$ cat src/rtl/cpu_pkg.sv
// cpu_pkg: shared types and constants for the fetch stage and IF/ID register
package cpu_pkg;
    localparam logic [31:0] NOP_INSTR = 32'h0000_0013;
    typedef enum logic [1:0] {S_REQ, S_HELD, S_DROP} fetch_state_t;
    typedef struct packed {
        logic [31:0] pc;
        logic [31:0] instr;
        logic        valid;
    } if_id_t;
endpackage

$ cat src/rtl/if_id_reg.sv
// if_id_reg: IF/ID pipeline register with load, bubble and hold controls
module if_id_reg
    import cpu_pkg::*;
(
    input  logic        clk,
    input  logic        rst,
    input  logic        load,
    input  logic        bubble,
    input  logic [31:0] pc,
    input  logic [31:0] instr,
    output if_id_t      q
);
    always_ff @(posedge clk) begin
        if (rst) q <= '{pc: 32'd0, instr: NOP_INSTR, valid: 1'b0};
        else if (load) q <= '{pc: pc, instr: instr, valid: 1'b1};
        else if (bubble) q <= '{pc: pc, instr: NOP_INSTR, valid: 1'b0};
    end
endmodule

$ cat src/rtl/fetch_stage.sv
// fetch_stage: PC owner, variable-latency imem fetch FSM and IF/ID register
module fetch_stage
    import cpu_pkg::*;
#(
    parameter logic [31:0] RESET_PC = 32'h0000_0000
) (
    input  logic        clk,
    input  logic        rst,
    input  logic        stall,
    input  logic        if_id_flush,
    input  logic [31:0] branch_target,
    output logic        imem_req,
    output logic [31:0] imem_addr,
    input  logic        imem_rvalid,
    input  logic [31:0] imem_rdata,
    output logic [31:0] if_id_pc,
    output logic [31:0] if_id_instr,
    output logic        if_id_valid
);
    fetch_state_t state, state_n;
    logic [31:0] pc, pc_n, req_addr, req_addr_n, held_pc, held_pc_n, held_instr, held_instr_n;
    logic [31:0] ld_pc, ld_instr;
    logic load, bubble;
    if_id_t q;
    always_ff @(posedge clk) begin
        if (rst) begin
            state      <= S_REQ;
            pc         <= RESET_PC;
            req_addr   <= 32'd0;
            held_pc    <= 32'd0;
            held_instr <= 32'd0;
        end else begin
            state      <= state_n;
            pc         <= pc_n;
            req_addr   <= req_addr_n;
            held_pc    <= held_pc_n;
            held_instr <= held_instr_n;
        end
    end
    always_comb begin
        state_n      = state;
        pc_n         = pc;
        req_addr_n   = req_addr;
        held_pc_n    = held_pc;
        held_instr_n = held_instr;
        load         = 1'b0;
        bubble       = 1'b0;
        ld_pc        = pc;
        ld_instr     = imem_rdata;
        if (if_id_flush) begin
            bubble = 1'b1;
            pc_n   = branch_target & ~32'h3;
            // an unanswered request must be drained before the target can be fetched
            if (state == S_REQ && !imem_rvalid) begin
                state_n    = S_DROP;
                req_addr_n = pc;
            end else if (state != S_DROP || imem_rvalid) begin
                state_n = S_REQ;
            end
        end else begin
            case (state)
                S_REQ: begin
                    if (imem_rvalid && stall) begin
                        held_pc_n    = pc;
                        held_instr_n = imem_rdata;
                        state_n      = S_HELD;
                    end else if (!stall) begin
                        load   = imem_rvalid;
                        bubble = !imem_rvalid;
                        pc_n   = imem_rvalid ? pc + 32'd4 : pc;
                    end
                end
                S_HELD: begin
                    if (!stall) begin
                        load     = 1'b1;
                        ld_pc    = held_pc;
                        ld_instr = held_instr;
                        pc_n     = pc + 32'd4;
                        state_n  = S_REQ;
                    end
                end
                S_DROP: begin
                    bubble  = !stall;
                    state_n = imem_rvalid ? S_REQ : S_DROP;
                end
                default: state_n = S_REQ;
            endcase
        end
    end
    if_id_reg u_if_id (
        .clk   (clk),
        .rst   (rst),
        .load  (load),
        .bubble(bubble),
        .pc    (ld_pc),
        .instr (ld_instr),
        .q     (q)
    );
    assign imem_req    = state != S_HELD;
    assign imem_addr   = state == S_DROP ? req_addr : pc;
    assign if_id_pc    = q.pc;
    assign if_id_instr = q.instr;
    assign if_id_valid = q.valid;
endmodule

$ cat config.mk
export PLATFORM = sky130hd
export DESIGN_NAME = fetch_stage
export DESIGN_NICKNAME = d
export VERILOG_FILES = /design/src/rtl/cpu_pkg.sv /design/src/rtl/if_id_reg.sv /design/src/rtl/fetch_stage.sv
export SDC_FILE = /design/constraint.sdc
export NUM_CORES = 1
export LEC_CHECK = 0
export ABC_CLOCK_PERIOD_IN_PS = 2530
export CAP_MARGIN = 20
export CORE_MARGIN = 5
export CORE_UTILIZATION = 24
export CTS_CLUSTER_SIZE = 16
export DETAILED_ROUTE_END_ITERATION = 8
export DONT_BUFFER_PORTS = 1
export PLACE_DENSITY = 0.43
export SLEW_MARGIN = 20
export SYNTH_ARGS = -nofsm -noshare
export SYNTH_HDL_FRONTEND = slang
export SYNTH_SLANG_ARGS = --single-unit
$ cat constraint.sdc
create_clock -name clk -period 2.53 [get_ports clk]
set_clock_uncertainty 0.1 [all_clocks]
set_input_delay 0.3795 -clock clk [delete_from_list [all_inputs] [get_ports clk]]
set_output_delay 0.3795 -clock clk [all_outputs]
set_load 0.05 [all_outputs]
==> results.md <==
- Flops & latches, synth: around 190
- Vias in the first global route: 7,199
- Crit-path max cell delay: about 0.49 ns
- Die Width: 197 um
- Outcome: finished clean
- WS Path Type: reg2out
- Largest net degree at the start of global routing: roughly 110
- Syn Std Cell Area: about 8400 um^2
- Core area: 34,500 um^2
- Reg2Reg Depth: 5
- Num rows: 68
- Adder-Cell Fraction of Synth Area: 0.150%
- Pwr/cell area: between 600 and 700 nW/um^2
- Fmax: approximately 0.42 GHz
- Post-synthesis xor/xnor area fraction: 0.733%
- CP Cell Sequence: inv_1 -> nor2_4 -> buf_4 -> mux2_2
- Die height: 197 um
- Die footprint: 38,700 um^2
- Setup ws final: 0.145 ns
- Largest cells by area after synthesis: dfxtp_1 (45%), nand2_1 (9.0%), mux2i_1 (6.9%)
- CTS sink cnt: between 150 and 200
- Post-Synth Simple-Gate Area: 20.1%
- Worst setup EP type: output pin
- Slew Viols, Final: 0
- Cell Area, Placed: 8950 um^2
- Pleak: 3.77 nW
- Final setup fails: 0
- CTS root buf: clkbuf_16
- # IOs: 167
- Final instance area: 10,700 um^2
- Synth Area in Compound Gates: 17.4%
- GR Util All Layers: 14.6%
- Synth top cells by count: nand2_1 (201), dfxtp_1 (187), nor2_1 (104)
- Clock share of power: 41.0%
- Max IR drop VDD: 0.470 mV
- Switching Share: between 20% and 30%
- WHS Path Cells: 2
- Top cell type's share of synthesized area: 44.7%
- Max cap viols: 0
- Post-synth EDFFs: 0
- Slew margin rel.: around 52%
- Startpoint Class: register
- Drt drc: 0
- Yosys warning count: 0
- CTS Buf Count: 17
- First DRT Iteration DRCs: 448
- Critical path peak fanout: 9
- Grt ovf: 0
- Sw power: 2.06 mW
- Global-route wire length before repair: 43,800 um
- Combinational power share: a little under an eighth
- Final ANT Viol Nets: 0
- Fin. Hold Viols: 0
- Mean area per synthesized cell: 8.34 um^2
- Clk_lat worst skew: 0.44 ns
- DP Worst Slack: around 0.35 ns
- Clock Path Buffers: 2
- Synth unique cells: between 50 and 60
- CTS tree: yes
- Routed vias: 7,364
- Largest family of logic cells by synthesized area: simple AND/OR/NAND/NOR gates
- # placed instances: 1,403
- PortBufs: 0
- Initial core utilization: between 20% and 30%
- Synth area leader: dfxtp_1
- Post-synth ARST share: 0%
- Most numerous cell in the Yosys netlist: nand2_1
- Non-filler cells, final: ~1,500
- Number of diodes: 0
- Arr. time, crit path: 1.91 ns
- Share of cells above drive strength 1: 11.3%
- Drt wl/cell: 19.0 um
- Final hold slack: roughly 0.026 ns
- Mux contribution to synthesized area: 11.1%
- Post-synthesis cell count: about 1,000
- Period utilisation layout: 94.3%
- Final Wtd Congestion: ~0.74
- Reg power frac: 47.0%
- Final nets: 1,144
- Critical-path top delay cell: mux2_2
- Worst min-delay path category: in2reg
- Reg clk slew, reported paths: 0.07 ns
- H-tree levels: 4
- Pint: about 5.0 mW
- Initial antenna violation count: 0
- Final worst path period need: 2.38 ns
- Detailed Route WL: 29,200 um
- Worst-Margin Slew: 0.719 ns
- Top_reg_cell synth: dfxtp_1
- Area Overhead vs Synth: 27.7%
- Critical Path RT: 2.05 ns
- HPWL reported at the end of detailed placement: 18,200 um
- Via density: ~4.8
- Drt first pass iters: 5
- Post-synthesis sequential area ratio: between 40% and 50%
- TNS Setup: 0 ns
final cells by class:
class | instances | area (um^2)
fillers | 3696 | 23800
multi-input cells | 707 | 4190
flip-flops and latches | 187 | 3740
repair buffers | 153 | 1540
well taps | 455 | 569
clock buffers | 19 | 453
clock inverters | 11 | 158
inverters | 8 | 30.0
power by group through the flow:
stage,Sequential (mW),Clock (mW),Combinational (mW)
after floorplan,3.34,0,0.598
after global routing,3.34,3.10,0.919
after detailed placement,3.40,0,0.716
final,3.32,2.90,0.846
after CTS,3.33,3.00,0.853
after global placement,3.40,0,0.710
registers in the layout (all words and copies together) (netlist names):
name,cells
req_addr,30
held_pc,30
state,2
u_if_id.q,63
held_instr,32
pc,30
stage by stage:
stage               total power [mW]  util, %
floorplan                       3.94        -
global placement                4.11     26.0
detailed placement              4.11     26.0
CTS                             7.18     30.9
global route                    7.36     31.0
finish                          7.07     31.0
timing repair:
item,4_1_cts,5_1_grt
gates resized for setup,0,5
setup endpoints to repair,26,41
buffers inserted,1,1
hold endpoints to repair,185,0
hold buffers,104,0
pin swaps,1,1
cloned,0,1
cells in the final DEF (no fill, tap or decap), drive strengths merged, types with 9 or more instances in the layout:
cell type	n
nor2	104
mux2	31
nand2	201
buf	49
nand3	15
o31ai	12
nand4	11
dfxtp	187
inv	13
nor4	9
mux2i	58
clkbuf	19
dlygate4sd3	103
a21oi	95
a311oi	13
a2bb2oi	29
a211oi	39
cells by family after synthesis:
group | after synthesis
flip-flops | 187
AND/OR/NAND/NOR | 390
AO/OA/AOI/OAI | 216
XOR/XNOR | 7
multiplexers | 89
adder cells (fa/ha/maj) | 1
other | 1
buffers and inverters | 112
path summary, 6_finish.rpt:
path | slack [ns] | startpoint | end
max | 0.15 | state[1] | imem_addr[31]
min | 0.03 | branch_target[22] | pc[22]
max reg2reg | 0.15 | state[0] | pc[16]
min reg2reg | 0.35 | held_pc[15] | held_pc[15]
worst max-delay path, delay by kind of cell (launching register included):
kind | cells | cell delay (ns)
simple gates | 1 | 0.19
flops | 1 | 0.42
mux | 1 | 0.49
buf+inv | 2 | 0.37
per-layer routing:
layer / vias up / GRT usage [%] / wire length [um]
met4: 0 / 3.54 / 315
met5: - / 0 / 0
li1: 3643 / - / -
met3: 15 / 4.09 / 1460
met2: 144 / 24.5 / 14300
met1: 3562 / 18.7 / 13100
Power figures use the tool's default switching activity.
